--- src/rtl/uart_rx_cfg_pkg.sv ---
// +----------------------------------------------------------------------+
// | uart_rx_cfg_pkg                                                      |
// | Parity codes, receiver state encodings and clog2 shared by FWU UART. |
// | Rev 1.0  initial release                                             |
// +----------------------------------------------------------------------+
`default_nettype none

package uart_rx_cfg_pkg;

  localparam int FWU_PAR_NONE = 0;
  localparam int FWU_PAR_EVEN = 1;
  localparam int FWU_PAR_ODD  = 2;

  typedef enum logic [2:0] {
    ST_IDLE     = 3'd0,
    ST_START    = 3'd1,
    ST_DATA     = 3'd2,
    ST_PARITY   = 3'd3,
    ST_STOP     = 3'd4,
    ST_BRK_WAIT = 3'd5
  } rx_state_t;

  function automatic int clog2(input int value);
    int w;
    w = 0;
    for (int i = 0; i < 31; i++) begin
      if ((1 << i) < value) w = i + 1;
    end
    return w;
  endfunction

endpackage

`default_nettype wire

--- src/rtl/uart_rx_sampler.sv ---
// +----------------------------------------------------------------------+
// | uart_rx_sampler                                                      |
// | 2-flop rx synchroniser, per-bit timer and 3-tap majority vote.       |
// | Rev 1.0  initial release                                             |
// +----------------------------------------------------------------------+
`default_nettype none

module uart_rx_sampler
  import uart_rx_cfg_pkg::*;
#(
  parameter int DIV = 54
) (
  input  logic clk,
  input  logic rst,
  input  logic rx,
  input  logic restart,
  output logic rx_s,
  output logic bit_vote,
  output logic vote_stb,
  output logic end_stb
);

  localparam int            c_cnt_w = clog2(DIV);
  localparam logic [c_cnt_w-1:0] c_half = c_cnt_w'(DIV / 2);
  localparam logic [c_cnt_w-1:0] c_last = c_cnt_w'(DIV - 1);

  logic [1:0]         r_sync;
  logic [c_cnt_w-1:0] r_cnt;
  logic               r_s0;
  logic               r_s1;

  always_ff @(posedge clk) begin
    if (rst) begin
      r_sync <= 2'b11;
      r_cnt  <= '0;
      r_s0   <= 1'b1;
      r_s1   <= 1'b1;
    end else begin
      r_sync <= {r_sync[0], rx};
      if (restart || r_cnt == c_last) r_cnt <= '0;
      else                            r_cnt <= r_cnt + 1'b1;
      if (r_cnt == c_half - 1'b1) r_s0 <= rx_s;
      if (r_cnt == c_half)        r_s1 <= rx_s;
    end
  end

  // Third tap is the live synchronised line at cnt = H+1.
  assign rx_s     = r_sync[1];
  assign bit_vote = (r_s0 & r_s1) | (r_s0 & rx_s) | (r_s1 & rx_s);
  assign vote_stb = (r_cnt == c_half + 1'b1);
  assign end_stb  = (r_cnt == c_last);

endmodule

`default_nettype wire

--- src/rtl/uart_rx_cfg.sv ---
// +----------------------------------------------------------------------+
// | uart_rx_cfg                                                          |
// | Configurable UART receiver with error flags and valid/ready output.  |
// | Optional break detector: define FWU_UART_BREAK_EN.                   |
// | Rev 1.0  initial release                                             |
// +----------------------------------------------------------------------+
`default_nettype none

module uart_rx_cfg
  import uart_rx_cfg_pkg::*;
#(
  parameter int CLK_HZ    = 50000000,
  parameter int BAUD      = 921600,
  parameter int DATA_BITS = 8,
  parameter int PARITY    = 0,
  parameter int STOP_BITS = 1
) (
  input  logic                 clk,
  input  logic                 rst,
  input  logic                 rx,
  output logic [DATA_BITS-1:0] data,
  output logic                 valid,
  input  logic                 ready,
  output logic                 frame_err,
  output logic                 parity_err,
  output logic                 overrun,
  output logic                 brk
);

  localparam int         c_div       = (CLK_HZ + BAUD / 2) / BAUD;
  localparam logic [3:0] c_data_bits = 4'(DATA_BITS);
  localparam logic [3:0] c_last_stop = 4'(STOP_BITS - 1);

  rx_state_t r_state, w_next;
  logic                 w_rx_s, w_bit, w_vote_stb, w_end_stb, w_restart;
  logic                 w_done, w_brk_hit, w_par_calc, w_perr;
  logic [DATA_BITS-1:0] r_shift, r_data;
  logic [3:0]           r_bitcnt;
  logic                 r_pbit, r_ferr, r_valid, r_fe_out, r_pe_out, r_overrun;

  uart_rx_sampler #(.DIV(c_div)) u_sampler (
    .clk      (clk),
    .rst      (rst),
    .rx       (rx),
    .restart  (w_restart),
    .rx_s     (w_rx_s),
    .bit_vote (w_bit),
    .vote_stb (w_vote_stb),
    .end_stb  (w_end_stb)
  );

  always_ff @(posedge clk) begin
    if (rst) r_state <= ST_IDLE;
    else     r_state <= w_next;
  end

`ifdef FWU_UART_BREAK_EN
  logic r_zero;
  logic r_brk;

  always_ff @(posedge clk) begin
    if (rst) begin
      r_zero <= 1'b0;
      r_brk  <= 1'b0;
    end else begin
      r_brk <= w_brk_hit;
      if (r_state == ST_START) r_zero <= 1'b1;
      else if (w_vote_stb && (r_state == ST_DATA || r_state == ST_PARITY))
        r_zero <= r_zero & ~w_bit;
    end
  end

  assign brk = r_brk;
`else
  assign brk = 1'b0;
`endif

  always_comb begin
    w_next    = r_state;
    w_restart = 1'b0;
    w_done    = 1'b0;
    w_brk_hit = 1'b0;
    case (r_state)
      ST_IDLE: begin
        w_restart = 1'b1;
        if (!w_rx_s) w_next = ST_START;
      end
      ST_START: begin
        if (w_vote_stb && w_bit) w_next = ST_IDLE;
        else if (w_end_stb)      w_next = ST_DATA;
      end
      ST_DATA: begin
        if (w_end_stb && r_bitcnt == c_data_bits)
          w_next = (PARITY == FWU_PAR_NONE) ? ST_STOP : ST_PARITY;
      end
      ST_PARITY: begin
        if (w_end_stb) w_next = ST_STOP;
      end
      ST_STOP: begin
        // Final stop vote ends the frame mid-bit so back-to-back starts are caught.
        if (w_vote_stb) begin
`ifdef FWU_UART_BREAK_EN
          if (r_bitcnt == 4'd0 && r_zero && !w_bit) begin
            w_brk_hit = 1'b1;
            w_next    = ST_BRK_WAIT;
          end else
`endif
          if (r_bitcnt == c_last_stop) begin
            w_done = 1'b1;
            w_next = ST_IDLE;
          end
        end
      end
`ifdef FWU_UART_BREAK_EN
      ST_BRK_WAIT: begin
        w_restart = 1'b1;
        if (w_rx_s) w_next = ST_IDLE;
      end
`endif
      default: w_next = ST_IDLE;
    endcase
  end

  assign w_par_calc = (^r_shift) ^ r_pbit;
  assign w_perr     = (PARITY == FWU_PAR_EVEN) ? w_par_calc :
                      (PARITY == FWU_PAR_ODD)  ? ~w_par_calc : 1'b0;

  always_ff @(posedge clk) begin
    if (rst) begin
      r_shift  <= '0;
      r_bitcnt <= '0;
      r_pbit   <= 1'b0;
      r_ferr   <= 1'b0;
    end else begin
      // Bit counter serves both data bits and stop bits; any state change clears it.
      if (w_next != r_state)
        r_bitcnt <= '0;
      else if (w_vote_stb && (r_state == ST_DATA || r_state == ST_STOP))
        r_bitcnt <= r_bitcnt + 4'd1;
      if (r_state == ST_START) r_ferr <= 1'b0;
      if (w_vote_stb) begin
        if (r_state == ST_DATA)   r_shift <= {w_bit, r_shift[DATA_BITS-1:1]};
        if (r_state == ST_PARITY) r_pbit  <= w_bit;
        if (r_state == ST_STOP && !w_bit) r_ferr <= 1'b1;
      end
    end
  end

  always_ff @(posedge clk) begin
    if (rst) begin
      r_data    <= '0;
      r_valid   <= 1'b0;
      r_fe_out  <= 1'b0;
      r_pe_out  <= 1'b0;
      r_overrun <= 1'b0;
    end else begin
      r_overrun <= 1'b0;
      if (w_done) begin
        if (!r_valid || ready) begin
          r_data   <= r_shift;
          r_fe_out <= r_ferr | ~w_bit;
          r_pe_out <= w_perr;
          r_valid  <= 1'b1;
        end else begin
          r_overrun <= 1'b1;
        end
      end else if (r_valid && ready) begin
        r_valid <= 1'b0;
      end
    end
  end

  assign data       = r_data;
  assign valid      = r_valid;
  assign frame_err  = r_fe_out;
  assign parity_err = r_pe_out;
  assign overrun    = r_overrun;

endmodule

`default_nettype wire

--- config.mk ---
export PLATFORM = sky130hd
export DESIGN_NAME = uart_rx_cfg
export DESIGN_NICKNAME = d
export VERILOG_FILES = /design/src/rtl/uart_rx_cfg_pkg.sv /design/src/rtl/uart_rx_sampler.sv /design/src/rtl/uart_rx_cfg.sv
export SDC_FILE = /design/constraint.sdc
export NUM_CORES = 1
export LEC_CHECK = 0
export BUFFER_PORTS_ARGS = -buffer_cell sky130_fd_sc_hd__buf_2
export CORE_MARGIN = 4
export CORE_UTILIZATION = 57
export DETAILED_ROUTE_END_ITERATION = 8
export GPL_TIMING_DRIVEN = 0
export HOLD_SLACK_MARGIN = 0.15
export PLACE_DENSITY = 0.81
export SYNTH_ARGS = -nofsm -noshare
export SYNTH_HDL_FRONTEND = slang
export SYNTH_SLANG_ARGS = --single-unit
--- constraint.sdc ---
create_clock -name clk -period 2.4 [get_ports clk]
set_clock_uncertainty 0.2 [all_clocks]
set_input_delay 0 -clock clk [delete_from_list [all_inputs] [get_ports clk]]
set_output_delay 0 -clock clk [all_outputs]
set_load 0.005 [all_outputs]
# Word-level counts from Yosys, hierarchy flattened
# Index checks and enable logic that the tools add are counted.
[op_classes]
addsub = 2
mul = 0
n_div = 0
n_lt_le_gt_ge = 0
n_eq_ne = 11
shift = 0
mux = 19
bitwise_logic = 8
n_reduce_logical = 19
[ops]
columns = ["cell", "count"]
rows = [
  ["3-bit 2-to-1 mux", 7],
  ["6-bit by 5-bit == test with 1-bit output (second input constant)", 3],
  ["3-bit one-hot mux with 5 select lines", 1],
  ["1-bit 2-to-1 mux", 11],
  ["6-bit by 1-bit adder with 6-bit output (second input constant)", 1],
  ["3-bit by 2-bit == test with 1-bit output (second input constant)", 2],
  ["6-bit == test (second input constant)", 1],
  ["2-bit AND reduction", 3],
  ["2-bit OR reduction", 3],
  ["1-bit logical AND", 5],
  ["4-bit by 1-bit adder with 4-bit output (second input constant)", 1],
  ["4-bit == test (second input constant)", 1],
  ["4-bit zero test", 1],
  ["1-bit AND", 3],
  ["3-bit by 1-bit == test with 1-bit output (second input constant)", 1],
  ["3-bit == test (second input constant)", 1],
  ["3-bit zero test", 1],
  ["1-bit logical OR", 3],
  ["3-bit inequality test", 1],
  ["1-bit OR", 3],
  ["1-bit zero test", 2],
  ["2-bit by 1-bit inequality test with 1-bit output (second input constant)", 1],
  ["1-bit NOT", 2],
  ["2-bit nonzero test", 1],
]
[word_totals]
regBits = 37
latch_bits = 0
ramBits = 0
romBits = 0
in_bits = 4
elab_cells = 71
memories = 0

# Logic depth before layout (Yosys ltp)
# Gate-level depths: netlist of run 1.
[logic_depth]
depth_word = 8
depth_mapped = 7
depth_no_buf = 6

# Modules after synthesis
# From an unflattened synthesis of run 1, not the netlist that was laid out.
[hier_totals]
cells_unflattened = 174
hier_area_um2 = 1670.4
[by_module_without_submodules]
columns = ["module", "n_inst", "cells_each", "area_each_um2", "seq_area_each_um2"]
rows = [
  ["uart_rx_cfg", 1, 128, 1226.2, 540.5],
  ["uart_rx_sampler", 1, 46, 444.2, 200.2],
]

# Worst setup path after synthesis of run 1
# No wires, ideal clock.
[synth_timing]
path_kind = "reg2reg"
start = "reg u_sampler.r_cnt[0]"
end = "reg r_bitcnt[0]"
setup_ps = 142
arrival_time_ps = 1733
t_required_ps = 2058
slack_ps = 324
stages_incl_launch_ff = 7
path_buffers = 0
cell_sequence = "dfxtp_1 -> inv_1 -> ha_1 -> nand2_1 -> or4b_1 -> a221oi_1 -> nor3_1"
[synth_between]
elab_chain_len = 6
[synth_lines]
columns = ["element", "line", "source"]
rows = [
  ["from (decl)", "uart_rx_sampler.sv:28", "logic [c_cnt_w-1:0] r_cnt;"],
  ["from (signal assigned)", "uart_rx_sampler.sv:41", "else r_cnt <= r_cnt + 1'b1;"],
  ["6-bit == test or 6-bit by 5-bit == test with 1-bit output (tied branches)", "uart_rx_sampler.sv:51, uart_rx_sampler.sv:50", ""],
  ["3-bit 2-to-1 mux (tied with other cells)", "uart_rx_cfg.sv:90", "else if (w_end_stb) w_next = ST_DATA;"],
  ["3-bit 2-to-1 mux (on tied branches)", "uart_rx_cfg.sv:89, uart_rx_cfg.sv:93", ""],
  ["3-bit one-hot mux with 5 select lines", "uart_rx_cfg.sv:83", "case (r_state)"],
  ["3-bit inequality test", "uart_rx_cfg.sv:136", "if (w_next != r_state)"],
  ["2-bit OR reduction (no source line)", "--", ""],
  ["to (signal assigned)", "uart_rx_cfg.sv:139", "r_bitcnt <= r_bitcnt + 4'd1;"],
  ["to (decl)", "uart_rx_cfg.sv:38", "logic [3:0] r_bitcnt;"],
]
# Parallel ways exist; a longest one is shown, timed or not.
# A chain may end at the register's enable or synchronous reset.

# Worst setup path in the final report of run 1
[layout_timing]
start = "reg u_sampler.r_cnt[0]"
end = "reg r_bitcnt[3]"
# Same word-level chain as after synthesis.

==> results of run 1 <==
## flip-flops by register name, indices dropped and copies added, names as in the netlist
name              cells
frame_err             1
u_sampler.r_sync      2
r_ferr                1
r_bitcnt              4
data                  8
overrun               1
u_sampler.r_s0        1
r_state               3
r_shift               8
u_sampler.r_cnt       6
u_sampler.r_s1        1
valid                 1
## per-layer routing
layer	global-route usage [%]	vias to the layer above	wire [µm]
li1	-	650	-
met1	23.3	604	1400
met2	29.9	23	1510
met3	5.37	11	123
met4	10.3	0	72
met5	0	-	0
## logic make-up (layout without fill, tap and decap cells)
family / count (synthesis) / count (layout) / share of synthesized area [%]
and+or+nand+nor: 70 / 70 / 23.1
DFF: 37 / 37 / 44.9
buffers and inverters: 19 / 46 / 5.08
AOI/OAI and AO/OA: 17 / 17 / 7.51
muxes: 17 / 17 / 10.3
adders and majority gates: 7 / 7 / 5.16
xor gates and xnor gates: 7 / 7 / 3.72
other: 1 / 2 / 0.227
## metrics by stage
step | power (mW) | setup slack [ps] | cells
2_1_floorplan | 0.654 | 324 | 176
3_5_place_dp | 0.662 | -30.2 | 221
4_1_cts | 0.966 | 143 | 234
5_1_grt | 1.00 | 41.2 | 234
3_3_place_gp | 0.661 | 108 | 221
6_report | 0.955 | 165 | 234
## placed cells by master (no fill, tap or decap), drive strengths merged, types with 2 or more instances in the layout
cell | netlist | final
nor3b | 2 | 2
clkbuf | 6 | 14
nor2b | 2 | 2
conb | 1 | 2
or3 | 2 | 2
or2 | 2 | 2
nand2b | 2 | 2
buf | 6 | 20
nor3 | 6 | 6
xnor2 | 6 | 6
nor4 | 2 | 2
nand4 | 2 | 2
o21ai | 2 | 2
a21boi | 2 | 2
dlygate4sd3 | 0 | 5
nor4b | 2 | 2
dfxtp | 37 | 37
nand3 | 4 | 4
nand2 | 6 | 6
a211oi | 2 | 2
inv | 7 | 7
mux2i | 17 | 17
ha | 6 | 6
nor2 | 29 | 29
a311o | 2 | 2
nand3b | 2 | 2
a21oi | 4 | 4
## what timing repair did
action,in CTS,in global routing
setup endpoints to repair,2,1
gates cloned,0,0
resized for setup,1,1
hold endpoints to repair,14,0
hold buffers,5,0
## power by group
part | internal, mW | switching [mW] | total (mW) | leakage (nW)
clock | 0.117 | 0.185 | 0.301 | 0.0265
combinational | 0.0152 | 0.0190 | 0.0342 | 0.465
sequential | 0.617 | 0.00282 | 0.619 | 0.299
## area by class of cell
cell class	instances	area, µm²	share of cell area [%]
buffer	12	57.6	3.07
inverter	7	26.3	1.40
multi-input combinational	120	842	44.9
sequential	37	741	39.5
timing repair buffer	19	120	6.41
clock buffer	8	48.8	2.60
tap	31	38.8	2.07
## worst max-delay path, stage by stage (launching register included)
cell	delay (ps)
dfxtp_1	360
inv_1	90
ha_1	220
nand2_1	140
or4_4	580
or3_1	380
a211oi_2	210
## path summary, 6_finish.rpt
kind / end / slack, ps
setup / recovery: r_bitcnt[3] / 160
hold reg to reg: u_sampler.r_sync[1] / 220
setup reg to reg: r_bitcnt[3] / 160
hold / removal: u_sampler.r_sync[1] / 220
==> impl_metrics.tcl, run 1 <==
set metrics [dict create \
    synthesis.instances 175 \
    async_flop_share_pct 0 \
    portBuffers 14 \
    num_rows 19 \
    core-area_mm2 0.00276 \
    fmax_mhz 447 \
    synth_warnings 0 \
    drive_gt1_share_pct 15.8 \
    yosys.cell_count.top_type "dfxtp_1" \
    timing.rr.start "u_sampler.r_cnt[0]" \
    cts_setup_buffers 0 \
    synth-main-ff-cell "dfxtp_1" \
    nFillCells 220 \
    cts_tree "built" \
    design_area_mm2 0.00187 \
    grt_max_degree 11 \
    crit_path_end_kind "flop" \
    cp-startpoint "u_sampler.r_cnt[0]" \
    wl_per_cell_um 13.3 \
    criticalPathCategory "flop to flop" \
    vdd_drop_max_v 0.000507 \
    cts.path.max_buffers 2 \
    power.density_mw_per_mm2 510 \
    hold_depth 1 \
    synth.avg_cell_area_um2 9.43 \
    postRouteAntennaNets 0 \
    fin_crit_sh_pct 93.1 \
    grt_pass1_wl_mm 5.35 \
    synth_top_area_cell "dfxtp_1" \
    dpl.hpwl_mm 2.32 \
    drc 0 \
    cp.arrival_ps 2300 \
    ioPinCount 17 \
    grt_setup_unrepaired "false" \
    cts-root-buf "clkbuf_4" \
    synth_top_area_share_pct 44.9 \
    ys_ff_latch 37 \
    cts-buffers-inserted 5 \
    cap_violations 0 \
    maxSlewViolCount 0 \
    n_antenna_cell 0 \
    synthTopCellsByCount "37 x dfxtp_1, 29 x nor2_1, 17 x mux2i_1" \
    die_height_um 61.8 \
    hold_slack_ps 219 \
    hold_path.class "flop to flop" \
    cts_max_level 2 \
    finalCoreUtilization_pct 68.0 \
    power_leakage_nw 0.790 \
    critPathLaunchType "flop" \
    syn_area_mm2 0.00165 \
    areaGrowthSynthToFinish_pct 13.6 \
    initial_core_util_pct 59.8 \
    post_dp_cell_area_mm2 0.00176 \
    cts_num_sinks 37 \
    hold_viol_final 0 \
    drt_wl_total_mm 3.11 \
    synth-edff-count 0 \
    min_period_ps 2240 \
    setup_tns_ps 0 \
    worst_ep_required_time_ps 2470 \
    gpl.final_weighted_congestion 0.883 \
    drtPass1Iterations 4 \
    grt_pass1_vias 1231 \
    status "finished clean" \
    clkLatencyLatePin_ps 330 \
    drtIter0Drc 41 \
    ys_seq_area_share_pct 44.9 \
    min_from "u_sampler.r_sync[0]" \
    ys_types 43 \
    vias 1288 \
    antenna_found_initial 0 \
    setup_violations 0 \
    die_area_mm2 0.00382 \
    dieWidth_um 61.8 \
    via_per_inst 5.50 \
    crit_fanout 5 \
    yosys-top-cells-area "dfxtp_1 45%, mux2i_1 10%, nor2_1 6.6%, ha_1 4.5%, xnor2_1 3.2%" \
    cts.clk_slew.worst_paths_ps 100 \
    track_usage_pct 19.0 \
    overflow 0 \
    reg2regPathDepth 6 \
    fin_nets 212 \
]
Power figures use the tool's default switching activity.
==> inputs of run 2 (changes only) <==
- clock period: 2.4 -> 2.14 ns (I/O delays scaled with it)
==> impl_metrics.tcl, run 2 (synthesis gave the netlist of run 1 again) <==
set metrics [dict create \
    ioPinCount 17 \
    drtIter0Drc 48 \
    critPathLaunchType "flop" \
    n_antenna_cell 0 \
    dieWidth_um 61.8 \
    power.density_mw_per_mm2 565 \
    setup_tns_ps 0 \
    setup_violations 0 \
    final_common_cell "dfxtp_1" \
    nFillCells 214 \
    grt_setup_unrepaired "false" \
    cp.arrival_ps 2120 \
    clkLatencyLatePin_ps 340 \
    vdd_drop_max_v 0.000573 \
    grt_pass1_vias 1250 \
    cts_num_sinks 37 \
    dpl.hpwl_mm 2.32 \
    drc 0 \
    sw_frac_of_total_pct 21.9 \
    power_leakage_nw 0.813 \
    worst_ep_required_time_ps 2210 \
    cts-root-buf "clkbuf_4" \
    layout_common_cells "35 x dfxtp_1, 29 x nor2_1, 18 x buf_2, 17 x mux2i_1, 8 x clkbuf_1" \
    hold_viol_final 0 \
    status "finished clean" \
    track_usage_pct 19.2 \
    min_period_ps 2050 \
    hold_path.class "flop to flop" \
    vias 1306 \
    dp.cells 221 \
    crit_fanout 6 \
    core-area_mm2 0.00276 \
    wl_per_cell_um 13.7 \
    multiInputGateArea_um2 872 \
    drive_gt1_share_pct 19.7 \
    antenna_found_initial 0 \
    initial_core_util_pct 59.8 \
    finalCoreUtilization_pct 69.1 \
    criticalPathCategory "flop to flop" \
    fmax_mhz 488 \
    num_rows 19 \
    die_area_mm2 0.00382 \
    portBuffers 14 \
    post_dp_cell_area_mm2 0.00176 \
    cts.clk_slew.worst_paths_ps 110 \
    gpl.final_weighted_congestion 0.883 \
    postRouteAntennaNets 0 \
    cts.path.max_buffers 2 \
    grt_pass1_wl_mm 5.42 \
    areaGrowthSynthToFinish_pct 15.5 \
    cts_tree "built" \
    cap_violations 0 \
    cts_max_level 2 \
    p_sw_uw 236 \
    grt_max_degree 11 \
    maxSlewViolCount 0 \
    final_cell_count_no_fill 234 \
    seq_power_share_pct 64.5 \
    crit_path_end_kind "flop" \
    overflow 0 \
    regArea_um2 743 \
    die_height_um 61.8 \
    drt_wl_total_mm 3.21 \
    p_clk_share_pct 31.7 \
    share_comb_of_total_power_pct 3.8 \
    via_per_inst 5.58 \
    fin_crit_sh_pct 95.7 \
    cts-buffers-inserted 5 \
    fin_nets 212 \
    p_int_uw 841 \
    drtPass1Iterations 4 \
    design_area_mm2 0.00191 \
]
## run 2: what timing repair did
item                       in CTS  in global routing
resized for setup               4                  8
pin swaps                       1                  1
hold buffers                    4                  0
setup buffers                   1                  0
hold endpoints to repair       14                  0
setup endpoints to repair       4                 21
## run 2: final timing paths
check                       from             endpoint  slack (ps)  cells past startpoint
max           u_sampler.r_cnt[4]          r_bitcnt[3]          90                      4
min          u_sampler.r_sync[0]  u_sampler.r_sync[1]         220                      1
max reg2reg   u_sampler.r_cnt[4]          r_bitcnt[3]          90                      4
min reg2reg  u_sampler.r_sync[0]  u_sampler.r_sync[1]         220                      1
## run 2: final cells by class
type                            count  share of cell area (%)
Timing Repair Buffer               19                    6.17
Tap cell                           31                    2.04
Buffer                             12                    3.09
Sequential cell                    37                    39.0
Clock buffer                        8                    2.56
Multi-Input combinational cell    120                    45.8
Inverter                            7                    1.38
## run 2: power by group through the flow
| stage | registers [mW] | logic (mW) | clock network, mW |
|---|---|---|---|
| after floorplan | 0.710 | 0.0234 | 0 |
| after global placement | 0.710 | 0.0309 | 0 |
| after detailed placement | 0.711 | 0.0315 | 0 |
| after CTS | 0.695 | 0.0386 | 0.351 |
| after global routing | 0.696 | 0.0453 | 0.385 |
| final | 0.695 | 0.0407 | 0.341 |
## run 2: layer usage
layer  wire length, µm  global-route usage [%]
met2              1590                    30.6
met1              1420                    23.4
met3               142                    5.37
met5                 0                       0
met4                59                    10.3
## run 2: critical path, cell delays in order, from the launching register on
cell      delay [ps]
dfxtp_1          510
nand3b_4         150
or4_4            540
or3_1            370
a211oi_2         210
## run 2: metrics by stage
stage	power, mW	hold WS [ps]	setup WS [ps]
6_report	1.08	219	91.9
5_1_grt	1.13	253	2.17
4_1_cts	1.08	224	18.4
3_5_place_dp	0.742	-9.38	-290
3_3_place_gp	0.741	-14.3	-152
2_1_floorplan	0.733	-96.2	64.4
